### src/rtl/tx_code_group_encoder.sv
`default_nettype none
// ============================================================================
// Module   : tx_code_group_encoder
// Purpose  : PCS transmit code-group encoder. Turns ordered-set requests
//            (/I/, /S/, /D/, /T/, /R/) into registered 10-bit 8B/10B code
//            groups, one per GTX_CLK, and tracks running disparity and
//            even/odd slot alignment.
// Options  : `define ENCODER_KIND_CHECK_EN to enable the tx_kind_err
//            request-legality check. Without it tx_kind_err is tied low.
// Revision : 1.0  initial release
// ============================================================================
module tx_code_group_encoder (
    input  logic       GTX_CLK,
    input  logic       mr_main_reset,
    input  logic [7:0] tx_o_set,
    input  logic [2:0] tx_o_set_kind,
    output logic [9:0] tx_code_group,
    output logic       tx_even,
    output logic       tx_disparity,
    output logic       tx_oset_indicate,
    output logic       tx_kind_err
);

    // Request encodings
    localparam logic [2:0] c_kind_i = 3'd0;
    localparam logic [2:0] c_kind_s = 3'd1;
    localparam logic [2:0] c_kind_d = 3'd2;
    localparam logic [2:0] c_kind_t = 3'd3;
    localparam logic [2:0] c_kind_r = 3'd4;

    // Special groups {abcdei,fghj}, RD- / RD+ variants
    localparam logic [9:0] c_k28_5_n = 10'b001111_1010;
    localparam logic [9:0] c_k28_5_p = 10'b110000_0101;
    localparam logic [9:0] c_k27_7_n = 10'b110110_1000;
    localparam logic [9:0] c_k27_7_p = 10'b001001_0111;
    localparam logic [9:0] c_k29_7_n = 10'b101110_1000;
    localparam logic [9:0] c_k29_7_p = 10'b010001_0111;
    localparam logic [9:0] c_k23_7_n = 10'b111010_1000;
    localparam logic [9:0] c_k23_7_p = 10'b000101_0111;

    // Octets of the second idle group: D5.6 (/I1/) and D16.2 (/I2/)
    localparam logic [7:0] c_d5_6  = 8'hC5;
    localparam logic [7:0] c_d16_2 = 8'h50;

    // FSM state names describe the group currently on the output
    typedef enum logic [1:0] {
        XMIT   = 2'd0,
        IDLE_K = 2'd1,
        IDLE_D = 2'd2
    } state_t;

    state_t      r_state;
    state_t      w_next_state;
    logic [9:0]  r_code_group;
    logic        r_even;
    logic        r_rd;
    logic        r_indicate;
    logic [9:0]  w_next_cg;
    logic        w_next_rd;
    logic        w_next_ind;
    logic        w_idle_req;
    logic        w_slot_even;
    logic [10:0] w_idle_grp;
    logic [10:0] w_data_grp;

    // 8B/10B data encoder. Returns {rd_after, abcdei, fghj}.
    function automatic logic [10:0] enc_data(input logic [7:0] d, input logic rd_in);
        logic [4:0] x;
        logic [2:0] y;
        logic [5:0] six_n;
        logic [3:0] four_n;
        logic [5:0] six;
        logic [3:0] four;
        logic       comp6;
        logic       comp4;
        logic       rd_mid;
        logic       rd_out;
        logic       alt7;
        x      = d[4:0];
        y      = d[7:5];
        six_n  = 6'b000000;
        four_n = 4'b0000;
        // RD- column of the 5b/6b table
        case (x)
            5'd0:  six_n = 6'b100111;
            5'd1:  six_n = 6'b011101;
            5'd2:  six_n = 6'b101101;
            5'd3:  six_n = 6'b110001;
            5'd4:  six_n = 6'b110101;
            5'd5:  six_n = 6'b101001;
            5'd6:  six_n = 6'b011001;
            5'd7:  six_n = 6'b111000;
            5'd8:  six_n = 6'b111001;
            5'd9:  six_n = 6'b100101;
            5'd10: six_n = 6'b010101;
            5'd11: six_n = 6'b110100;
            5'd12: six_n = 6'b001101;
            5'd13: six_n = 6'b101100;
            5'd14: six_n = 6'b011100;
            5'd15: six_n = 6'b010111;
            5'd16: six_n = 6'b011011;
            5'd17: six_n = 6'b100011;
            5'd18: six_n = 6'b010011;
            5'd19: six_n = 6'b110010;
            5'd20: six_n = 6'b001011;
            5'd21: six_n = 6'b101010;
            5'd22: six_n = 6'b011010;
            5'd23: six_n = 6'b111010;
            5'd24: six_n = 6'b110011;
            5'd25: six_n = 6'b100110;
            5'd26: six_n = 6'b010110;
            5'd27: six_n = 6'b110110;
            5'd28: six_n = 6'b001110;
            5'd29: six_n = 6'b101110;
            5'd30: six_n = 6'b011110;
            5'd31: six_n = 6'b101011;
            default: six_n = 6'b000000;
        endcase
        // Unbalanced sub-blocks (and the balanced D.7) invert in RD+
        comp6  = ($countones(six_n) != 3) || (x == 5'd7);
        six    = (rd_in && comp6) ? ~six_n : six_n;
        rd_mid = ($countones(six_n) != 3) ? ~rd_in : rd_in;
        // A7 avoids a run of five across the sub-block boundary
        alt7   = (!rd_mid && (x == 5'd17 || x == 5'd18 || x == 5'd20)) ||
                 ( rd_mid && (x == 5'd11 || x == 5'd13 || x == 5'd14));
        case (y)
            3'd0: four_n = 4'b1011;
            3'd1: four_n = 4'b1001;
            3'd2: four_n = 4'b0101;
            3'd3: four_n = 4'b1100;
            3'd4: four_n = 4'b1101;
            3'd5: four_n = 4'b1010;
            3'd6: four_n = 4'b0110;
            3'd7: four_n = alt7 ? 4'b0111 : 4'b1110;
            default: four_n = 4'b0000;
        endcase
        comp4  = (y == 3'd0) || (y == 3'd3) || (y == 3'd4) || (y == 3'd7);
        four   = (rd_mid && comp4) ? ~four_n : four_n;
        rd_out = ($countones(four_n) != 2) ? ~rd_mid : rd_mid;
        return {rd_out, six, four};
    endfunction

    // Idle and data groups encoded from the current running disparity
    assign w_idle_grp = enc_data(r_rd ? c_d16_2 : c_d5_6, r_rd);
    assign w_data_grp = enc_data(tx_o_set, r_rd);

    assign w_idle_req  = (tx_o_set_kind == c_kind_i) || (tx_o_set_kind > c_kind_r);
    assign w_slot_even = ~r_even;

    // Next-state selection and next output group
    always_comb begin
        w_next_state = XMIT;
        w_next_cg    = 10'h000;
        w_next_rd    = r_rd;
        w_next_ind   = 1'b1;

        if (r_state == IDLE_K) begin
            w_next_state = IDLE_D;
        end else if (w_idle_req && w_slot_even) begin
            w_next_state = IDLE_K;
        end else begin
            w_next_state = XMIT;
        end

        case (w_next_state)
            IDLE_K: begin
                w_next_cg  = r_rd ? c_k28_5_p : c_k28_5_n;
                w_next_rd  = ~r_rd;
                w_next_ind = 1'b0;
            end
            IDLE_D: begin
                {w_next_rd, w_next_cg} = w_idle_grp;
            end
            default: begin
                case (tx_o_set_kind)
                    c_kind_s: w_next_cg = r_rd ? c_k27_7_p : c_k27_7_n;
                    c_kind_d: {w_next_rd, w_next_cg} = w_data_grp;
                    c_kind_t: w_next_cg = r_rd ? c_k29_7_p : c_k29_7_n;
                    c_kind_r: w_next_cg = r_rd ? c_k23_7_p : c_k23_7_n;
                    default:  {w_next_rd, w_next_cg} = w_idle_grp;
                endcase
            end
        endcase
    end

    // State and output registers
    always_ff @(posedge GTX_CLK or negedge mr_main_reset) begin
        if (!mr_main_reset) begin
            r_state      <= XMIT;
            r_code_group <= 10'h000;
            r_even       <= 1'b0;
            r_rd         <= 1'b0;
            r_indicate   <= 1'b0;
        end else begin
            r_state      <= w_next_state;
            r_code_group <= w_next_cg;
            r_even       <= ~r_even;
            r_rd         <= w_next_rd;
            r_indicate   <= w_next_ind;
        end
    end

`ifdef ENCODER_KIND_CHECK_EN
    logic r_kind_err;
    logic w_kind_err;

    // Flag illegal kinds, misaligned /S/ and requests lost to the forced idle
    always_comb begin
        w_kind_err = (tx_o_set_kind > c_kind_r) ||
                     ((r_state == IDLE_K) && (tx_o_set_kind != c_kind_i)) ||
                     ((r_state != IDLE_K) && (tx_o_set_kind == c_kind_s) && !w_slot_even);
    end

    // Error flag registered alongside its group
    always_ff @(posedge GTX_CLK or negedge mr_main_reset) begin
        if (!mr_main_reset) begin
            r_kind_err <= 1'b0;
        end else begin
            r_kind_err <= w_kind_err;
        end
    end

    assign tx_kind_err = r_kind_err;
`else
    assign tx_kind_err = 1'b0;
`endif

    assign tx_code_group    = r_code_group;
    assign tx_even          = r_even;
    assign tx_disparity     = r_rd;
    assign tx_oset_indicate = r_indicate;

endmodule
`default_nettype wire

### config.mk
export PLATFORM = sky130hd
export DESIGN_NAME = tx_code_group_encoder
export DESIGN_NICKNAME = d
export VERILOG_FILES = /design/src/rtl/tx_code_group_encoder.sv
export SDC_FILE = /design/constraint.sdc
export NUM_CORES = 1
export LEC_CHECK = 0
export ABC_AREA = 1
export CAP_MARGIN = 30
export CORE_ASPECT_RATIO = 1.4
export CORE_UTILIZATION = 49
export DETAILED_ROUTE_END_ITERATION = 8
export PLACE_DENSITY = 0.84
export SYNTH_ARGS = -nofsm -noshare
export SYNTH_HDL_FRONTEND = slang
export SYNTH_SLANG_ARGS = --single-unit
### constraint.sdc
create_clock -name GTX_CLK -period 3.4 [get_ports GTX_CLK]
set_input_delay 0.68 -clock GTX_CLK [delete_from_list [all_inputs] [get_ports GTX_CLK]]
set_output_delay 0.68 -clock GTX_CLK [all_outputs]
set_load 0.005 [all_outputs]
==> out/results.env, run 1 <==
GRT_START_MAX_NET_PINS=16
SYNTH-XOR-AREA-SHARE_PCT=0.560
NUMBER_OF_FLIP_FLOPS_AND_LATCHES_IN_THE_SYNTHESIZED_NETLIST=15
CTS-BUFFERS-INSERTED=3
HALTSTAGE='5_1_grt'
SYN_NETS=270
PORT_BUFFERS=25
SYNTH-COMPOUND-AREA-SHARE_PCT=11.8
DIEHEIGHT_UM=68.8
CLOCKROOTBUFFER='sky130_fd_sc_hd__clkbuf_8'
DOMINANTREGCELLSYNTH='sky130_fd_sc_hd__dfrtp_1'
PLACE_INST=332
DP.FINAL_HPWL_UM=3440
SYNTH_LARGEST_TYPE_AREA_FRACTION_PCT=24.0
COMBINATIONAL_FAMILY_WITH_THE_MOST_AREA_AFTER_SYNTHESIS='simple AND/OR/NAND/NOR gates'
FLOW.FIRST_ERROR='[ERROR GRT-0116] Global routing finished with congestion. Check the congestion regions in the DRC Viewer.'
PLACE_AREA_UM2=2160
NETLIST_TOP_CELLS_COUNT='sky130_fd_sc_hd__nand2_1 (68), sky130_fd_sc_hd__inv_1 (37), sky130_fd_sc_hd__nor2_1 (24)'
ASYNCSETRESETFLOPFRACSYNTH_PCT=100
SYNTH_SEQUENTIAL_AREA_RATIO_PCT=24.0
SYNTH_AREA_PER_INST_UM2=6.48
FINALWEIGHTEDCONGESTION=0.883
CLOCK_SINKS=15
POST_SYNTH_FA_HA_MAJ_AREA_FRACTION_PCT=14.7
YS_WARN_COUNT=0
DIEWIDTH_UM=49.7
DISTINCT_CELL_TYPE_COUNT_AFTER_SYNTHESIS=33
FP-ROW-COUNT=23
SYNTH.MUX.AREA_FRACTION_PCT=0
POST_SYNTHESIS_SHARE_OF_CELL_AREA_SPENT_ON_AND_OR_NAND_AND_NOR_GATES_PCT=35.8
BOUNDARYPINS=27
MAPPEDNETLISTAREA_UM2=1560
MOST_USED_STANDARD_CELL_BY_INSTANCE_COUNT_AFTER_SYNTHESIS='sky130_fd_sc_hd__nand2_1'
FIRST_GLOBAL_VIAS=2908
ALL_LAYER_GLOBAL_ROUTING_USAGE_PCT=58.1
POSTSYNTHCELLCOUNT=241
CTS-HTREE-LEVELS=1
SYNTH.AREA.TOP_CELLS='sky130_fd_sc_hd__dfrtp_1 (24%), sky130_fd_sc_hd__nand2_1 (16%), sky130_fd_sc_hd__ha_1 (9.6%), sky130_fd_sc_hd__inv_1 (8.9%), sky130_fd_sc_hd__nand3_1 (7.4%)'
FLOORPLAN.INITIALDENSITY_PCT=53.2
POST-SYNTH-TOP-AREA-CELL='sky130_fd_sc_hd__dfrtp_1'
CLOCK_TREE.BUFFER_DEPTH=2
WORST_SLACK_PLACED_NS=-2.46
STATUS='stopped before the end'
GLOBAL_ROUTE_CONGESTION_OVERFLOW_TOTAL=1
SYNTH_EDF_COUNT=0
CTS_HOLD_BUF=0
GLOBAL_ROUTE_WIRE_LENGTH_BEFORE_REPAIR_UM=14400
per-layer routing:
metal | global-route usage [%] | GRT overflow
met5 | 0 | 0
met2 | 91.9 | 0
met1 | 51.2 | 0
met4 | 71.4 | 1
met3 | 25.0 | 0
timing repair:
item                                    4_1_cts
resized for setup                            41
pin swaps                                    27
endpoints found under the setup margin       11
cloned                                        1
buffers inserted                             63
logic make-up after synthesis:
family,after synthesis
AOI/OAI and AO/OA,30
xor gates and xnor gates,1
adders and majority gates,16
buffers and inverters,47
DFF,15
other,1
and+or+nand+nor,131
stage by stage:
stage	TNS, ns	utilization [%]
after floorplan	-4.43	-
after global placement	-14.96	73.6
after detailed placement	-15.67	73.6
after CTS	-8.70	93.9
==> inputs of run 2 (changes only) <==
--- a/config.mk
+++ b/config.mk
@@ -7,10 +7,9 @@
 export LEC_CHECK = 0
 export ABC_AREA = 1
 export CAP_MARGIN = 30
-export CORE_ASPECT_RATIO = 1.4
-export CORE_UTILIZATION = 49
+export CORE_UTILIZATION = 34
 export DETAILED_ROUTE_END_ITERATION = 8
-export PLACE_DENSITY = 0.84
+export PLACE_DENSITY_LB_ADDON = 0.15
 export SYNTH_ARGS = -nofsm -noshare
 export SYNTH_HDL_FRONTEND = slang
 export SYNTH_SLANG_ARGS = --single-unit
==> run 2 against run 1 <==
  * The flow now finishes, with violations (setup timing)
  * Area after synthesis is the same
  * Synthesized cell count is the same
==> out/results.env, run 2 <==
POWER.LEAKAGE_nW=1.37
AREA_GROWTH_PCT=76.6
POST-SYNTH-TOP-AREA-CELL='sky130_fd_sc_hd__dfrtp_1'
FINALWEIGHTEDCONGESTION=0.896
FINAL_NETS=374
POWER-PER-CELL-AREA_nW_PER_UM2=346
NUMBER_OF_FLIP_FLOPS_AND_LATCHES_IN_THE_SYNTHESIZED_NETLIST=15
POST-ROUTE-PERIOD-UTIL_PCT=152
SYNTH_AREA_PER_INST_UM2=6.48
TRITONCTS='done'
VIOLATED_CHECKS='setup timing'
FIRSTDRTPASSITERS=4
ARRIVAL_TIME_AT_THE_WORST_ENDPOINT_NS=5.32
DRV.MAX_CAP_VIOLATION_COUNT=0
SYN_NETS=270
FLOORPLAN.INITIALDENSITY_PCT=35.6
ROUTE.VIAS.TOTAL=1925
MAX_CLOCK_FREQ_GHz=0.194
DOMINANTREGCELLSYNTH='sky130_fd_sc_hd__dfrtp_1'
MAX-SLEW-MARGIN-REL_PCT=57.4
POSTSYNTHCELLCOUNT=241
REPORT.FINAL.HOLD_VIOL_COUNT=0
CLOCK_TREE.BUFFER_DEPTH=2
DP.FINAL_HPWL_UM=3350
FP-ROW-COUNT=24
CRITPATHKIND='in2reg'
CLOCKROOTBUFFER='sky130_fd_sc_hd__clkbuf_8'
STATUS='finished, violations left'
WORSTSKEWPAIRLATENCY_NS=0.25
SYNTH.AREA.TOP_CELLS='sky130_fd_sc_hd__dfrtp_1 (24%), sky130_fd_sc_hd__nand2_1 (16%), sky130_fd_sc_hd__ha_1 (9.6%), sky130_fd_sc_hd__inv_1 (8.9%), sky130_fd_sc_hd__nand3_1 (7.4%)'
WORST_HOLD_PATH_TYPE='reg2reg'
DISTINCT_CELL_TYPE_COUNT_AFTER_SYNTHESIS=33
CTS-HTREE-LEVELS=1
CRITICAL_PATH.ENDPOINT_TYPE='flop'
FIN_SKEW_NS=0.00716
SYNTH_LARGEST_TYPE_AREA_FRACTION_PCT=24.0
SETUP-TNS-FINAL_NS=-8.89
CTS-BUFFERS-INSERTED=3
GLOBAL_ROUTE_CONGESTION_OVERFLOW_TOTAL=0
LARGEST_REGISTER_FFS=10
FINALMAXSLEWVIOLATIONS=0
VIA_PER_INST=4.86
FIRST_GLOBAL_VIAS=1989
CRITPATHSLOWESTCELL='sky130_fd_sc_hd__fa_1'
DRT_DRC_VIOLATIONS_LEFT=0
CTS.REPORTEDPATHS.CLKPINSLEW_NS=0.06
FINISH.UTILIZATION_PCT=63.0
CTS_HOLD_BUF=0
DIE_AREA_UM2=4870
ROUTED_WL_UM=5130
BOUNDARYPINS=27
GRT_START_MAX_NET_PINS=16
FLOORPLAN.CORE_AREA_UM2=4380
RSZ0062_AT_GRT='true'
PORT_BUFFERS=25
CLOCK_SINKS=15
DIEWIDTH_UM=69.8
CRITPATHREQUIREDTIME_NS=3.55
WIRE_PER_INST_UM=13.0
WORST_SETUP_START_KIND='input pin'
SYNTH_EDF_COUNT=0
YS_WARN_COUNT=0
INITIAL_ANTENNA_VIOLATION_COUNT=0
MOST_USED_STANDARD_CELL_BY_INSTANCE_COUNT_AFTER_SYNTHESIS='sky130_fd_sc_hd__nand2_1'
DETAILEDROUTE.FIRSTITERATIONVIOLATIONS=104
WORST_PATH_LARGEST_CELL_DELAY_NS=0.56
DIODES=0
NETLIST_TOP_CELLS_COUNT='sky130_fd_sc_hd__nand2_1 (68), sky130_fd_sc_hd__inv_1 (37), sky130_fd_sc_hd__nor2_1 (24)'
DIEHEIGHT_UM=69.8
CPMOSTUSEDCELL='sky130_fd_sc_hd__nand2_2'
FINAL-SETUP-VIOL-COUNT=11
SYNTH_SEQUENTIAL_AREA_RATIO_PCT=24.0
POSTLAYOUTSETUPSLACKWORST_NS=-1.76
POST_ROUTE_CELLS_DRIVE_ABOVE_1_SHARE_PCT=43.6
MAX-VDD-IR-DROP_mV=0.122
MAPPEDNETLISTAREA_UM2=1560
DETAIL-ROUTE-ANTENNA-NETS=0
POST-ROUTE-MIN-PERIOD_NS=5.16
TIGHTESTPINTRANSITION_NS=0.637
WORST_SLACK_PLACED_NS=-2.41
CRIT_PATH_MAX_FANOUT=3
ALL_LAYER_GLOBAL_ROUTING_USAGE_PCT=23.0
ASYNCSETRESETFLOPFRACSYNTH_PCT=100
MOSTFREQUENTLAYOUTCELL='sky130_fd_sc_hd__buf_4'
MOST-COMMON-LAYOUT-CELLS='sky130_fd_sc_hd__buf_4 (64), sky130_fd_sc_hd__nand2_1 (51), sky130_fd_sc_hd__inv_1 (29), sky130_fd_sc_hd__nor2_1 (22), sky130_fd_sc_hd__clkdlybuf4s50_1 (20)'
GLOBAL_ROUTE_WIRE_LENGTH_BEFORE_REPAIR_UM=8890
[run 2: cell counts after synthesis]
Identical to the previous run, type by type.
[run 2: kinds of logic (layout without fill, tap and decap cells)]
kind of cell | count (synthesis) | count (layout) | share of synthesized area, %
AO/OA/AOI/OAI | 30 | 30 | 11.9
buffers and inverters | 47 | 149 | 12.8
other | 1 | 1 | 0.240
XOR/XNOR | 1 | 1 | 0.561
AND/OR/NAND/NOR | 131 | 132 | 35.8
adder cells (fa/ha/maj) | 16 | 16 | 14.7
flip-flops | 15 | 15 | 24.0
[run 2: where the power goes]
group	internal [mW]	total, mW	switching (mW)
Clock	0.0811	0.141	0.0601
Sequential	0.204	0.219	0.0158
Combinational	0.294	0.595	0.301
Total	0.579	0.955	0.377
[run 2: area by class of cell]
type	count	area [µm²]
clock buffers	3	41.3
clock inverters	1	5.00
fillers	372	1620
inverters	42	178
multi-input cells	180	1210
flip-flops and latches	15	375
well taps	52	65.1
repair buffers	103	882
[run 2: critical path: cells and delay by family]
family / cells / cell delay, ns
AO/OA/AOI/OAI: 2 / 0.44
buffers and inverters: 7 / 0.48
adder cells (fa/ha/maj): 8 / 2.72
AND/OR/NAND/NOR: 12 / 0.84
XOR/XNOR: 1 / 0.14
[run 2: layer usage]
layer / share of wire [%] / up-vias / global-route usage, %
li1: - / 976 / -
met1: 39 / 863 / 24.6
met2: 53 / 61 / 41.2
met3: 3.5 / 25 / 2.62
met4: 5.0 / 0 / 16.9
met5: 0 / - / 0
[run 2: final timing paths]
path	cells after the start	slack (ns)	startpoint	end
setup / recovery	30	-1.76	tx_o_set[1]	tx_disparity$_DFFE_PN0P_
hold / removal	1	0.43	tx_even$_DFF_PN0_	tx_even$_DFF_PN0_
setup reg to reg	14	0.48	tx_disparity$_DFFE_PN0P_	tx_disparity$_DFFE_PN0P_
hold reg to reg	1	0.43	tx_even$_DFF_PN0_	tx_even$_DFF_PN0_
max in group asynchronous	1	2.16	mr_main_reset	tx_code_group[9]$_DFF_PN0_
min in group asynchronous	1	0.83	mr_main_reset	tx_oset_indicate$_DFF_PN0_
[run 2: per-stage QoR]
| step | total power [mW] | hold WS (ns) | area, µm² | cells |
|---|---|---|---|---|
| floorplan | 0.472 | 0.384 | 1650 | 241 |
| finish | 0.955 | 0.429 | 2760 | 396 |
| global route | 1.03 | 0.451 | 2760 | 396 |
| global placement | 0.652 | 0.428 | 2220 | 352 |
| CTS | 0.921 | 0.435 | 2750 | 402 |
| detailed placement | 0.653 | 0.427 | 2220 | 352 |
[run 2: what timing repair did]
action	CTS	global route
pin swaps	33	32
buffers inserted	63	7
setup endpoints to repair	11	11
resized for setup	60	22
cloned	1	0
(Power assumes the default switching activity.)
